===== src/rtl/serial_subtractor.sv =====
// Bit-serial subtractor: computes a - b - bin one bit per clock, LSB first,
// through a single full-subtractor stage with a registered borrow.
// It uses a valid/ready handshake on both the operand side and the result side.
module serial_subtractor #(
    parameter int WIDTH = 4
) (
    input  logic             clk,
    input  logic             rst,
    input  logic             in_valid,
    output logic             in_ready,
    input  logic [WIDTH-1:0] a,
    input  logic [WIDTH-1:0] b,
    input  logic             bin,
    output logic             out_valid,
    input  logic             out_ready,
    output logic [WIDTH-1:0] diff,
    output logic             bout,
    output logic             overflow
);

    localparam int CNT_W = $clog2(WIDTH + 1);
    localparam logic [CNT_W-1:0] LAST_BIT = CNT_W'(WIDTH - 1);

    typedef enum logic [1:0] {IDLE, SHIFT, DONE} state_t;

    state_t             r_state;
    logic               r_in_ready;
    logic               r_out_valid;
    logic [CNT_W-1:0]   r_cnt;
    logic               r_br;
    logic [WIDTH-1:0]   r_a;
    logic [WIDTH-1:0]   r_b;
    logic [WIDTH-1:0]   r_diff;
    logic               r_bout;
    logic               r_ovf;

    logic               w_d;
    logic               w_br_next;
    logic               w_last;
    logic               w_ovf;

    // One-bit full subtractor: difference bit
    function automatic logic fs_diff(input logic ai, input logic bi, input logic br);
        return ai ^ bi ^ br;
    endfunction

    // One-bit full subtractor: borrow out of this bit position
    function automatic logic fs_borrow(input logic ai, input logic bi, input logic br);
        return (~ai & bi) | (~(ai ^ bi) & br);
    endfunction

    // r_a[0]/r_b[0] are the operand bits being processed this cycle; on the
    // final SHIFT cycle they are the operand MSBs, which the overflow test needs.
    assign w_d       = fs_diff(r_a[0], r_b[0], r_br);
    assign w_br_next = fs_borrow(r_a[0], r_b[0], r_br);
    assign w_last    = (r_state == SHIFT) && (r_cnt == LAST_BIT);
    assign w_ovf     = (r_a[0] ^ r_b[0]) & (w_d ^ r_a[0]);

    // Control FSM plus the registered result and handshake outputs
    always_ff @(posedge clk) begin
        if (rst) begin
            r_state     <= IDLE;
            r_in_ready  <= 1'b1;
            r_out_valid <= 1'b0;
            r_cnt       <= '0;
            r_br        <= 1'b0;
            r_diff      <= '0;
            r_bout      <= 1'b0;
            r_ovf       <= 1'b0;
        end else begin
            case (r_state)
                IDLE: begin
                    if (in_valid) begin
                        r_br       <= bin;
                        r_cnt      <= '0;
                        r_in_ready <= 1'b0;
                        r_state    <= SHIFT;
                    end
                end
                SHIFT: begin
                    r_br  <= w_br_next;
                    r_cnt <= r_cnt + CNT_W'(1);
                    if (w_last) begin
                        // The shift register holds the first WIDTH-1 diff bits
                        // in its upper part; the current bit completes the MSB.
                        r_diff      <= {w_d, r_a[WIDTH-1:1]};
                        r_bout      <= w_br_next;
                        r_ovf       <= w_ovf;
                        r_out_valid <= 1'b1;
                        r_state     <= DONE;
                    end
                end
                DONE: begin
                    if (out_ready) begin
                        r_out_valid <= 1'b0;
                        r_in_ready  <= 1'b1;
                        r_state     <= IDLE;
                    end
                end
                default: begin
                    r_out_valid <= 1'b0;
                    r_in_ready  <= 1'b1;
                    r_state     <= IDLE;
                end
            endcase
        end
    end

    // Operand shift registers: loaded on acceptance and shifted right in SHIFT.
    // Diff bits refill r_a from the top as the minuend bits are consumed.
    always_ff @(posedge clk) begin
        if (r_state == IDLE && in_valid) begin
            r_a <= a;
            r_b <= b;
        end else if (r_state == SHIFT) begin
            r_a <= {w_d, r_a[WIDTH-1:1]};
            r_b <= {1'b0, r_b[WIDTH-1:1]};
        end
    end

    assign in_ready  = r_in_ready;
    assign out_valid = r_out_valid;
    assign diff      = r_diff;
    assign bout      = r_bout;
    assign overflow  = r_ovf;

endmodule


===== config.mk =====
export PLATFORM = sky130hd
export DESIGN_NAME = serial_subtractor
export DESIGN_NICKNAME = d
export VERILOG_FILES = /design/src/rtl/serial_subtractor.sv
export SDC_FILE = /design/constraint.sdc
export NUM_CORES = 1
export LEC_CHECK = 0
export BUFFER_PORTS_ARGS = -buffer_cell sky130_fd_sc_hd__buf_2
export CORE_UTILIZATION = 59
export CTS_BUF_LIST = sky130_fd_sc_hd__clkbuf_2 sky130_fd_sc_hd__clkbuf_4 sky130_fd_sc_hd__clkbuf_8
export DETAILED_ROUTE_END_ITERATION = 10
export GPL_ROUTABILITY_DRIVEN = 0
export PLACE_DENSITY = 0.85
export SLEW_MARGIN = 30
export SYNTH_ARGS = -nofsm -noshare
export SYNTH_HDL_FRONTEND = slang
export SYNTH_SLANG_ARGS = --single-unit

===== constraint.sdc =====
create_clock -name clk -period 2.4 [get_ports clk]
set_input_delay 0.24 -clock clk [delete_from_list [all_inputs] [get_ports clk]]
set_output_delay 0.24 -clock clk [all_outputs]
set_load 0.01 [all_outputs]

# Yosys cells after proc, flatten, opt, wreduce, memory -nomap -nowiden
# Index checks and enable logic that the tools add are counted.
# W data, S select, Z words.
# word_totals
ff_bits	22
inputBits	13
out_inout_bits	8
# op_classes
add_sub_neg	1
n_eq_ne	6
mux	18
bitwise	11
reduce_logical	10
# op_table
op	count
$mux W4	4
$reduce_and A3 Y1	3
$mux W2	3
$ne A2 B2 Y1 const B	3
$pmux W1 S3	2
$pmux W2 S3	1
$pmux W3 S2	1
$mux W1	5
$not A1 Y1	4
$reduce_and A2 Y1	2
$reduce_bool A2 Y1	2
$add A3 B1 Y3 const B	1
$and A1 B1 Y1	3
$eq A3 B2 Y1 const B	1
$mux W3	1
$xor A1 B1 Y1	3
$eq A2 B1 Y1 const B	1
$eq A2 B2 Y1 const B	1
$logic_and A1 B1 Y1	2
$logic_not A2 Y1	1
$pmux W1 S2	1
$or A1 B1 Y1	1

# Longest topological paths before layout
# logic_depth
ltp_word	5
depth_mapped	6
depth_no_buf	5

# Worst setup path before layout
# Ideal clock, no wire load.
# synth_path
path_type	flip-flop to flip-flop
from	register r_a[0]
to	register r_ovf (netlist: overflow)
t_arrival_ps	1480
required_time_ps	2330
path_slack_ps	850
path_stages_with_launch	6
n_path_buf	0
synth_period_minus_slack_ps	1550
path_cell_list	edfxtp_1 > inv_1 > fa_1 > xor2_1 > or3_1 > a21oi_1
# synth_between
elab_chain_len	4
# synth_lines
item	line_no	rtl
from (decl)	31	logic [WIDTH-1:0] r_a;
from (signal assigned)	116	r_a <= {w_d, r_a[WIDTH-1:1]};
$xor A1 B1 Y1	44, 57	
$xor A1 B1 Y1	44	return ai ^ bi ^ br;
$xor A1 B1 Y1	57	assign w_ovf = (r_a[0] ^ r_b[0]) & (w_d ^ r_a[0]);
$and A1 B1 Y1 *	57	
to (signal assigned)	88	r_ovf <= w_ovf;
to (decl)	35	logic r_ovf;
# Mark *: on every way between the ends. The rest lies on a longest branch, timed or not.
# A chain may end at the register's enable or synchronous reset.

# Final worst setup path
# Same ends and word-level chain as after synthesis.

==> flow_summary_export.csv <==
group,metric,value,unit
outcome,outcome,"complete, no violations",
clock_tree,gates_resized_cts_repair,0,
clock_tree,cts_tree,"built",
setup_path,critPathKind,"flop to flop",
die,row_count,14,
setup_path,reg_to_reg_critical_path_endpoint,"overflow$_SDFFE_PP0P_",
global_routing,first_global_vias,607,
setup_path,cp_top_family,"adder cells",
sta,setup-tns-final,0,ps
sta,report.final.hold_viol_count,0,
finish,finish.cell_count_without_fillers,120,
setup_path,critPathArrivalTime,1870,ps
clock_tree,cts.sink_count,22,
logic_synthesis,synth_seq_cells,22,
sta,drv_slew,0,
clock_tree,worst_case_clock_buffer_depth,2,
sta,post_route_fraction_of_the_period_consumed_by_the_critical_path,0.6795,
logic_synthesis,seq_area_frac_synth,0.5266,
die,fp.coreArea,1541,um^2
logic_synthesis,synth_enable_flop_cells,8,
logic_synthesis,yosys_warnings,0,
sta,timing.max_slew.rel_slack,0.7443,
global_routing,largest_net_degree_at_the_start_of_global_routing,15,
logic_synthesis,avgSynthCellArea,11.77,um^2
sta,final_skew,5.531,ps
die,die_w,42.93,um
clock_tree,clk_transition_reported_paths,120,ps
routing,remaining_drc_errors,0,
finish,layout_cell_share_with_drive_strength_beyond_1,0.3462,
power,ir_drop,0.5602,mV
global_routing,gr-usage-all-layers,0.2016,
finish,final-seq-area,520.5,um^2
routing,drt-wirelength-per-cell,13.72,um
clock_tree,hold_buffers,0,
routing,drt-initial-drc-count,11,
sta,rsz0062_at_grt,"no",
finish,nNetsFinal,122,
logic_synthesis,netlist_top_cells_area,"dfxtp_1, edfxtp_1, mux2_2",
sta,max_clock_freq,0.6132,GHz
global_routing,gr_overflow_total,0,
logic_synthesis,post_synth_num_cell_types,28,
setup_path,critical_path.reg2reg.startpoint,"r_a[0]$_DFFE_PP_",
placement,postPlaceCellArea,1075,um^2
setup_path,endpoint_kind,"flop",
routing,vias_per_cell,5.358,
power,cellLeakagePower,0.0005287,uW
clock_tree,cts_buffers,3,
setup_path,worst_r2r_path_depth,5,
routing,route.final.wire_length,1.646,mm
clock_tree,cts_post_setup_buffers_inserted,0,
sta,timing.final.setup_violations,0,
setup_path,worst_path_largest_cell_delay,450,ps
hold_path,timing.hold.worst_endpoint,"r_b[3]$_SDFFCE_PN0P_",
finish,final_cell_area,1105,um^2
routing,postRouteAntennaNets,0,
finish,signed_area_change_from_the_synthesized_netlist_to_the_final_layout,11.77,%
logic_synthesis,synth_largest_type_area_fraction,0.2835,
setup_path,cp_cell_sequence,"inv_1, fa_1, xor2_1, or3_1, a21oi_1",
placement,port-buffer-count,20,
logic_synthesis,synth_async_sr_flop_share,0,
global_routing,grt_first_pass_wirelength,2.697,mm
logic_synthesis,postSynthNetCount,101,
setup_path,category_of_the_worst_setup_path_launch_point,"flop",
finish,filler_cell_count,110,
finish,antenna_cells,0,
sta,layout_min_cycle_time,1631,ps
hold_path,holdCritPathClass,"primary input to flop",
setup_path,critical_path.n_buffers_inverters,1,
finish,multiInputGateArea,411.6,um^2
clock_tree,clk_latency,300,ps
logic_synthesis,synthCells,84,
finish,postLayoutCoreUtil,0.7167,
die,starting_utilization_of_the_core_area,0.6412,
setup_path,setup.reg_to_reg.worst_slack,770,ps
job,max-cap-violations,0,
sta,worst-slew-pin-transition,383.1,ps
placement,dp_cells,116,
setup_path,timing.critical_path.required,2640,ps
setup_path,crit_fanout,2,
power,power-per-cell-area,648.6,nW/um^2
die,pin_count,21,
routing,dr_total_vias,643,
logic_synthesis,postSynth.topFlopCell,"dfxtp_1",
die,floorplan.die.height,42.93,um
setup_path,worst_path_max_delay_cell,"fa_1",
hold_path,min-delay-start,"b[3]",
placement,detailedPlacementHpwl,1.196,mm
clock_tree,clock_tree.htree_level_count,1,
global_routing,antenna_found_initial,0,
logic_synthesis,synthDominantAreaCellType,"dfxtp_1",
logic_synthesis,syn_area,988.4,um^2
clock_tree,cts_root_buf,"clkbuf_4",
routing,dr.pass1.iters,4,
die,dieArea,1843,um^2
hold_path,hold-path-cell-count,2,
-- placed cells by master, fill, tap and decap left out, drive strengths merged --
cell type | netlist | routed
mux2 | 7 | 7
buf | 3 | 20
a2bb2oi | 2 | 2
a211oi | 1 | 1
nor3b | 1 | 1
and2 | 1 | 1
inv | 6 | 6
nor2 | 11 | 11
o21ai | 1 | 1
or2 | 1 | 1
nand3b | 1 | 1
o221a | 1 | 1
ha | 3 | 3
a21oi | 6 | 6
xor2 | 1 | 1
dfxtp | 14 | 14
clkbuf | 1 | 4
nand2 | 3 | 3
o22a | 1 | 1
edfxtp | 8 | 8
nand2b | 2 | 2
or3 | 1 | 1
o21bai | 2 | 2
fa | 1 | 1
mux2i | 5 | 5
-- logic make-up (layout without fill, tap and decap cells) --
group           Yosys count  count (layout)  share of synthesized area
simple gates             21              21                     0.1228
xor+xnor                  1               1                   0.008862
flops                    22              22                     0.5266
compound gates           14              14                    0.09620
mux                      12              12                     0.1304
buf+inv                  10              30                    0.05696
fa+ha+maj                 4               4                    0.05823
-- layer usage --
metal,track usage,part of all wire
met1,0.2697,0.46
met2,0.3273,0.49
met3,0.03830,0.038
met4,0.07273,0.0085
met5,0,0
-- worst max path at each step --
stage / start / to / depth (start not counted) / slack, ps
floorplan: r_a[0]$_DFFE_PP_ / overflow$_SDFFE_PP0P_ / 5 / 850
global placement: r_a[0]$_DFFE_PP_ / overflow$_SDFFE_PP0P_ / 5 / 840
detailed placement: r_a[0]$_DFFE_PP_ / overflow$_SDFFE_PP0P_ / 5 / 790
CTS: r_a[0]$_DFFE_PP_ / overflow$_SDFFE_PP0P_ / 5 / 770
global route: r_a[0]$_DFFE_PP_ / overflow$_SDFFE_PP0P_ / 5 / 680
finish: r_a[0]$_DFFE_PP_ / overflow$_SDFFE_PP0P_ / 5 / 770
-- area by class of cell --
class                   count  share of cell area
repair buffers             20             0.09060
well taps                  16             0.01812
multi-input cells          52              0.3726
inverters                   6             0.02039
flip-flops and latches     22              0.4711
clock buffers               4             0.02718
-- where the power goes --
| part | total (uW) | leakage, uW | switching [uW] | internal (uW) |
|---|---|---|---|---|
| Sequential | 437 | 0.000195 | 17.9 | 419 |
| Clock | 185 | 0.0000184 | 109 | 76.0 |
| Combinational | 95.1 | 0.000315 | 45.8 | 49.3 |
| Total | 717 | 0.000529 | 172 | 544 |
-- synthesized netlist by cell type (all sizes together) (2+ instances only) --
master / instances
inv: 6
o21bai: 2
a2bb2oi: 2
nand2: 3
mux2i: 5
buf: 3
mux2: 7
edfxtp: 8
nor2: 11
nand2b: 2
ha: 3
dfxtp: 14
a21oi: 6
-- sequential cells by signal, summed over array words and instances, names as in the netlist, 2 cells and up --
name     flops
diff         4
r_cnt        3
r_a          4
r_state      2
r_b          4
-- metrics by stage --
stage | hold slack [ps] | setup WS (ps) | total power (uW)
2_1_floorplan | 309.1 | 850.4 | 508.8
3_3_place_gp | 438.3 | 836.5 | 532.2
3_5_place_dp | 444.1 | 792.6 | 539.9
4_1_cts | 206.2 | 766.1 | 719.0
5_1_grt | 206.4 | 684.5 | 743.4
6_report | 214.0 | 769.1 | 716.6
Power figures use the tool's default switching activity.
